### src/rtl/cnt_meas_ctrl.sv
// Measurement sequencer for a 40-bit event counter. It clears the counter, gates
// events into it for a window or until stopped, then snapshots the settled count.
module cnt_meas_ctrl #(
  parameter int CNT_W = 40,
  parameter int WIN_W = 16
) (
  input  logic             i_clk,
  input  logic             i_rst,
  input  logic             i_start,
  input  logic             i_stop,
  input  logic             i_clr,
  input  logic             i_event,
  input  logic [WIN_W-1:0] i_win_len,
  input  logic [CNT_W-1:0] i_cnt,
  output logic             o_sclr,
  output logic             o_cin,
  output logic             o_busy,
  output logic             o_done,
  output logic [CNT_W-1:0] o_snap,
  output logic             o_ovf
);

  typedef enum logic [1:0] {
    IDLE,
    CLEAR,
    RUN,
    SETTLE
  } state_e;

  state_e             state_q, state_d;
  logic [WIN_W-1:0]   winCnt_q, winCnt_d;
  logic [CNT_W-1:0]   snap_q, snap_d;
  logic               done_q, done_d;
  logic               ovf_q, ovf_d;
  logic               cinInt;

  always_ff @(posedge i_clk or posedge i_rst) begin
    if (i_rst) begin
      state_q  <= IDLE;
      winCnt_q <= '0;
      snap_q   <= '0;
      done_q   <= 1'b0;
      ovf_q    <= 1'b0;
    end else begin
      state_q  <= state_d;
      winCnt_q <= winCnt_d;
      snap_q   <= snap_d;
      done_q   <= done_d;
      ovf_q    <= ovf_d;
    end
  end

  assign cinInt = (state_q == RUN) && i_event && !i_clr;

  // A window count of zero means unbounded: only i_stop can end RUN then.
  always_comb begin
    state_d  = state_q;
    winCnt_d = winCnt_q;
    snap_d   = snap_q;
    done_d   = 1'b0;
    ovf_d    = ovf_q;

    case (state_q)
      IDLE: begin
        if (i_start) begin
          state_d  = CLEAR;
          winCnt_d = i_win_len;
        end
      end
      CLEAR: begin
        state_d = RUN;
        ovf_d   = 1'b0;
      end
      RUN: begin
        if (winCnt_q != '0) begin
          winCnt_d = winCnt_q - 1'b1;
        end
        if (cinInt && (&i_cnt)) begin
          ovf_d = 1'b1;
        end
        if (i_stop || (winCnt_q == WIN_W'(1))) begin
          state_d = SETTLE;
        end
      end
      SETTLE: begin
        state_d = IDLE;
        snap_d  = i_cnt;
        done_d  = 1'b1;
      end
      default: begin
        state_d = IDLE;
      end
    endcase

    // Abort overrides everything but keeps the last valid snapshot.
    if (i_clr) begin
      state_d = IDLE;
      ovf_d   = 1'b0;
      done_d  = 1'b0;
      snap_d  = snap_q;
    end
  end

  assign o_sclr = i_rst || i_clr || (state_q == CLEAR);
  assign o_cin  = cinInt;
  assign o_busy = (state_q != IDLE);
  assign o_done = done_q;
  assign o_snap = snap_q;
  assign o_ovf  = ovf_q;

endmodule

### config.mk
export PLATFORM = sky130hd
export DESIGN_NAME = cnt_meas_ctrl
export DESIGN_NICKNAME = d
export VERILOG_FILES = /design/src/rtl/cnt_meas_ctrl.sv
export SDC_FILE = /design/constraint.sdc
export NUM_CORES = 1
export LEC_CHECK = 0
export ABC_CLOCK_PERIOD_IN_PS = 3100
export CORE_MARGIN = 3
export CORE_UTILIZATION = 48
export CTS_CLUSTER_SIZE = 8
export DETAILED_ROUTE_END_ITERATION = 8
export PLACE_DENSITY_LB_ADDON = 0.05
export SYNTH_ARGS = -nofsm -noshare
export SYNTH_HDL_FRONTEND = slang
export SYNTH_SLANG_ARGS = --single-unit
export TNS_END_PERCENT = 50
### constraint.sdc
create_clock -name i_clk -period 3.1 [get_ports i_clk]
set_input_delay 0.62 -clock i_clk [delete_from_list [all_inputs] [get_ports i_clk]]
set_output_delay 0.62 -clock i_clk [all_outputs]
set_load 0.01 [all_outputs]
==> flow_summary_export.csv <==
group,metric,value,unit
routing,post_drt_wl_per_cell,16.2,µm
finish,fillCellCount,451,
logic_synthesis,synthCells,254,
logic_synthesis,synth.avg_cell_area,11.7,µm²
logic_synthesis,synth_fp_nets,322,
routing,drc,0,
logic_synthesis,ys_types,54,
routing,drtIter0Drc,107,
logic_synthesis,netlist_area,2980,µm²
grt,grt_use_total,20.6,%
critical_path,r2r_slack,0.87,ns
logic_synthesis,yosysSeqAreaShare,50.4,%
clock_tree,clk_path_buf_depth,2,
clock_tree,post-cts-setup-buffers,0,
critical_path,worstPathRequired,2.48,ns
critical_path,r2r_cells,7,
run_status,outcome,"finished clean",
critical_path,cp_data_arrival_time,2.06,ns
timing,slew_violations,0,
floorplanning,start_util,50.0,%
clock_tree,cts_hold_buf,0,
clock_tree,htreeDepth,3,
routing,antenna_left,0,
placed_design,place_congestion,0.812,
timing,hold_viol,0,
floorplanning,rows,28,
clock_tree,clk_pin_slew,0.07,ns
finish,layout.cells.non_filler,443,
logic_synthesis,synth-edff-count,0,
logic_synthesis,ys_async_sr_fraction,100,%
routing,vias,2415,
clock_tree,clkSinkCount,60,
timing,fin_skew,0.00687,ns
critical_path,crit_family,"buffers and inverters",
grt,grt-ovfl-total,0,
floorplanning,io_pins,107,
grt,antenna_found_initial,0,
critical_path,path_max_fanout,6,
finish,final_util,72.1,%
pwr,power_density,886,nW/µm²
clock_tree,cts_tree,"done",
logic_synthesis,yosysWarnings,0,
critical_path,end_kind,"output port",
critical_path,startpoint,"i_clr",
worst_hold_path,hp-class,"flip-flop to flip-flop",
pwr,p_total,3810,µW
timing,worstMarginPinSlew,0.586,ns
timing,rsz0062_at_grt,"false",
timing,period_share,86.3,%
timing,fin_crit,2.68,ns
floorplanning,die_w,84.8,µm
grt,grt_pass1_wl,11700,µm
placed_design,numPortBuffers,106,
timing,fmax,374,MHz
routing,vias_per_cell,5.45,
run,drv_cap,0,
placed_design,dp_cells,428,
grt,grt_max_degree,36,
clock_tree,clock_latency,0.33,ns
critical_path,critical_path.most_common_cell,"clkdlybuf4s50_1",
finish,layout-drive-gt1-share,20.4,%
finish,area_growth_syn_to_layout,44.2,%
timing,setup_viol,0,
routing,dr.pass1.iters,5,
critical_path,crit_slowest_cell,"clkdlybuf4s50_1",
critical_path,regToRegStartpoint,"winCnt_q[0]",
timing,relSlewSlack,60.9,%
grt,grt_pass1_vias,2420,
critical_path,slowest_delay,0.58,ns
floorplanning,fp.dieArea,7190,µm²
logic_synthesis,ys_ff_latch,60,
critical_path,path_depth,4,
placed_design,dpl.hpwl,5340,µm
logic_synthesis,ys.flop_type,"dfrtp_1",
finish,n_antenna_cell,0,
routing,wirelength,7200,µm
pwr,peakVddDrop,0.000485,V
clock_tree,clockRootBuffer,"clkbuf_8",
critical_path,cp-endpoint,"o_cin",
critical_path,start_kind,"input port",
finish,nets,432,
placed_design,placed_area,4120,µm²
clock_tree,cts_made_buffers,9,
critical_path,rr_endpoint,"winCnt_q[9]",
floorplanning,core_area,5960,µm²
clock_tree,ctsResizeCount,0,
timing,fin_tns_setup,0,ns
floorplanning,die_h,84.8,µm
critical_path,cp.buffers_inverters,3,
critical_path,cp_cell_sequence,"clkdlybuf4s50_1, buf_4, nor3b_1, clkdlybuf4s50_1",
finish,final_area,4300,µm²
critical_path,criticalPathCategory,"input port to output port",
pwr,p_leak,0.00181,µW
==> worst min-delay path by stage <==
stage	startpoint	to	slack [ns]	cells past startpoint
CTS	o_snap[21]	o_snap[21]	0.50	1
global placement	o_snap[21]	o_snap[21]	0.48	1
detailed placement	o_snap[21]	o_snap[21]	0.48	1
global route	o_snap[21]	o_snap[21]	0.50	1
floorplan	winCnt_q[1]	winCnt_q[1]	0.47	2
finish	o_snap[21]	o_snap[21]	0.50	1
==> synthesized netlist by cell type (all sizes together) (2+ instances only) <==
cell type | number | area, µm²
o32ai | 2 | 17.5
o31ai | 3 | 22.5
nand2b | 4 | 32.5
mux2i | 3 | 33.8
inv | 8 | 30.0
nor3 | 3 | 15.0
nand4 | 13 | 81.3
nor2 | 10 | 53.8
mux2 | 41 | 462
clkbuf | 3 | 11.3
a22oi | 2 | 15.0
or3 | 5 | 42.5
nor3b | 2 | 15.0
a32o | 2 | 20.0
nand2 | 18 | 70.1
a31oi | 3 | 33.8
and3 | 3 | 18.8
o311ai | 2 | 17.5
a21oi | 13 | 65.1
or4 | 2 | 18.8
nand3 | 5 | 25.0
buf | 9 | 67.6
dfrtp | 60 | 1500
o21ai | 11 | 55.1
nor4b | 2 | 32.5
ha | 6 | 75.1
nor4 | 5 | 31.3
o22ai | 3 | 18.8
==> sequential cells by signal, indices dropped and copies added, names as in the netlist <==
register,count
state_q,2
o_done,1
o_ovf,1
o_snap,40
winCnt_q,16
==> cells in the final DEF, fill, tap and decap left out, types with 3 or more instances in the layout <==
master           Yosys  routed
a21oi_1             13      13
and3_1               3       3
buf_4                2       3
clkbuf_8             0      11
clkdlybuf4s50_1      0     106
dfrtp_1             60      60
ha_1                 6       6
inv_1                8       7
mux2_2              39      39
nand2_1             17      17
nand3_1              5       5
nand4_1             13      13
nor2_1               9       9
nor3_1               3       3
nor4_1               5       5
o21ai_0             10      10
o22ai_1              3       3
o31ai_1              3       3
==> where the power goes <==
group          total (µW)  internal, µW  leakage, µW  switching (µW)
Clock                 622           326    0.0000872             296
Sequential           1410          1150     0.000752             260
Combinational        1780           988     0.000971             788
Total                3810          2460      0.00181            1340
==> stage by stage <==
| step | hold WS (ns) | setup slack, ns |
|---|---|---|
| after floorplan | 0.471 | 0.995 |
| after global placement | 0.475 | 0.501 |
| after detailed placement | 0.481 | 0.423 |
| after CTS | 0.497 | 0.416 |
| after global routing | 0.505 | 0.362 |
| final | 0.496 | 0.425 |
==> layer usage <==
| layer | track usage (%) | vias up | part of all wire (%) | wire length, µm |
|---|---|---|---|---|
| met1 | 27.6 | 1151 | 45 | 3230 |
| met3 | 6.77 | 6 | 6.9 | 500 |
| li1 | - | 1169 | - | - |
| met4 | 6.62 | 0 | 0.90 | 65 |
| met5 | 0 | - | 0 | 0 |
| met2 | 31.9 | 89 | 47 | 3400 |
==> cell type report <==
class                           instances  area [µm²]  area share [%]
Timing Repair Buffer                  111        1120            26.2
Tap cell                               75        93.8            2.18
Clock inverter                          4        25.0           0.582
Sequential cell                        60        1500            34.9
Inverter                                9        33.8           0.786
Clock buffer                           11         151            3.52
Multi-Input combinational cell        173        1370            31.8
==> logic make-up (layout without fill, tap and decap cells) <==
family | Yosys count | in the layout | synth area share (%)
simple gates | 74 | 74 | 15.2
flops | 60 | 60 | 50.4
compound gates | 49 | 49 | 11.5
mux | 44 | 44 | 16.6
buf+inv | 21 | 135 | 3.78
fa+ha+maj | 6 | 6 | 2.52
Note: power is estimated with default switching activity, not from simulation.
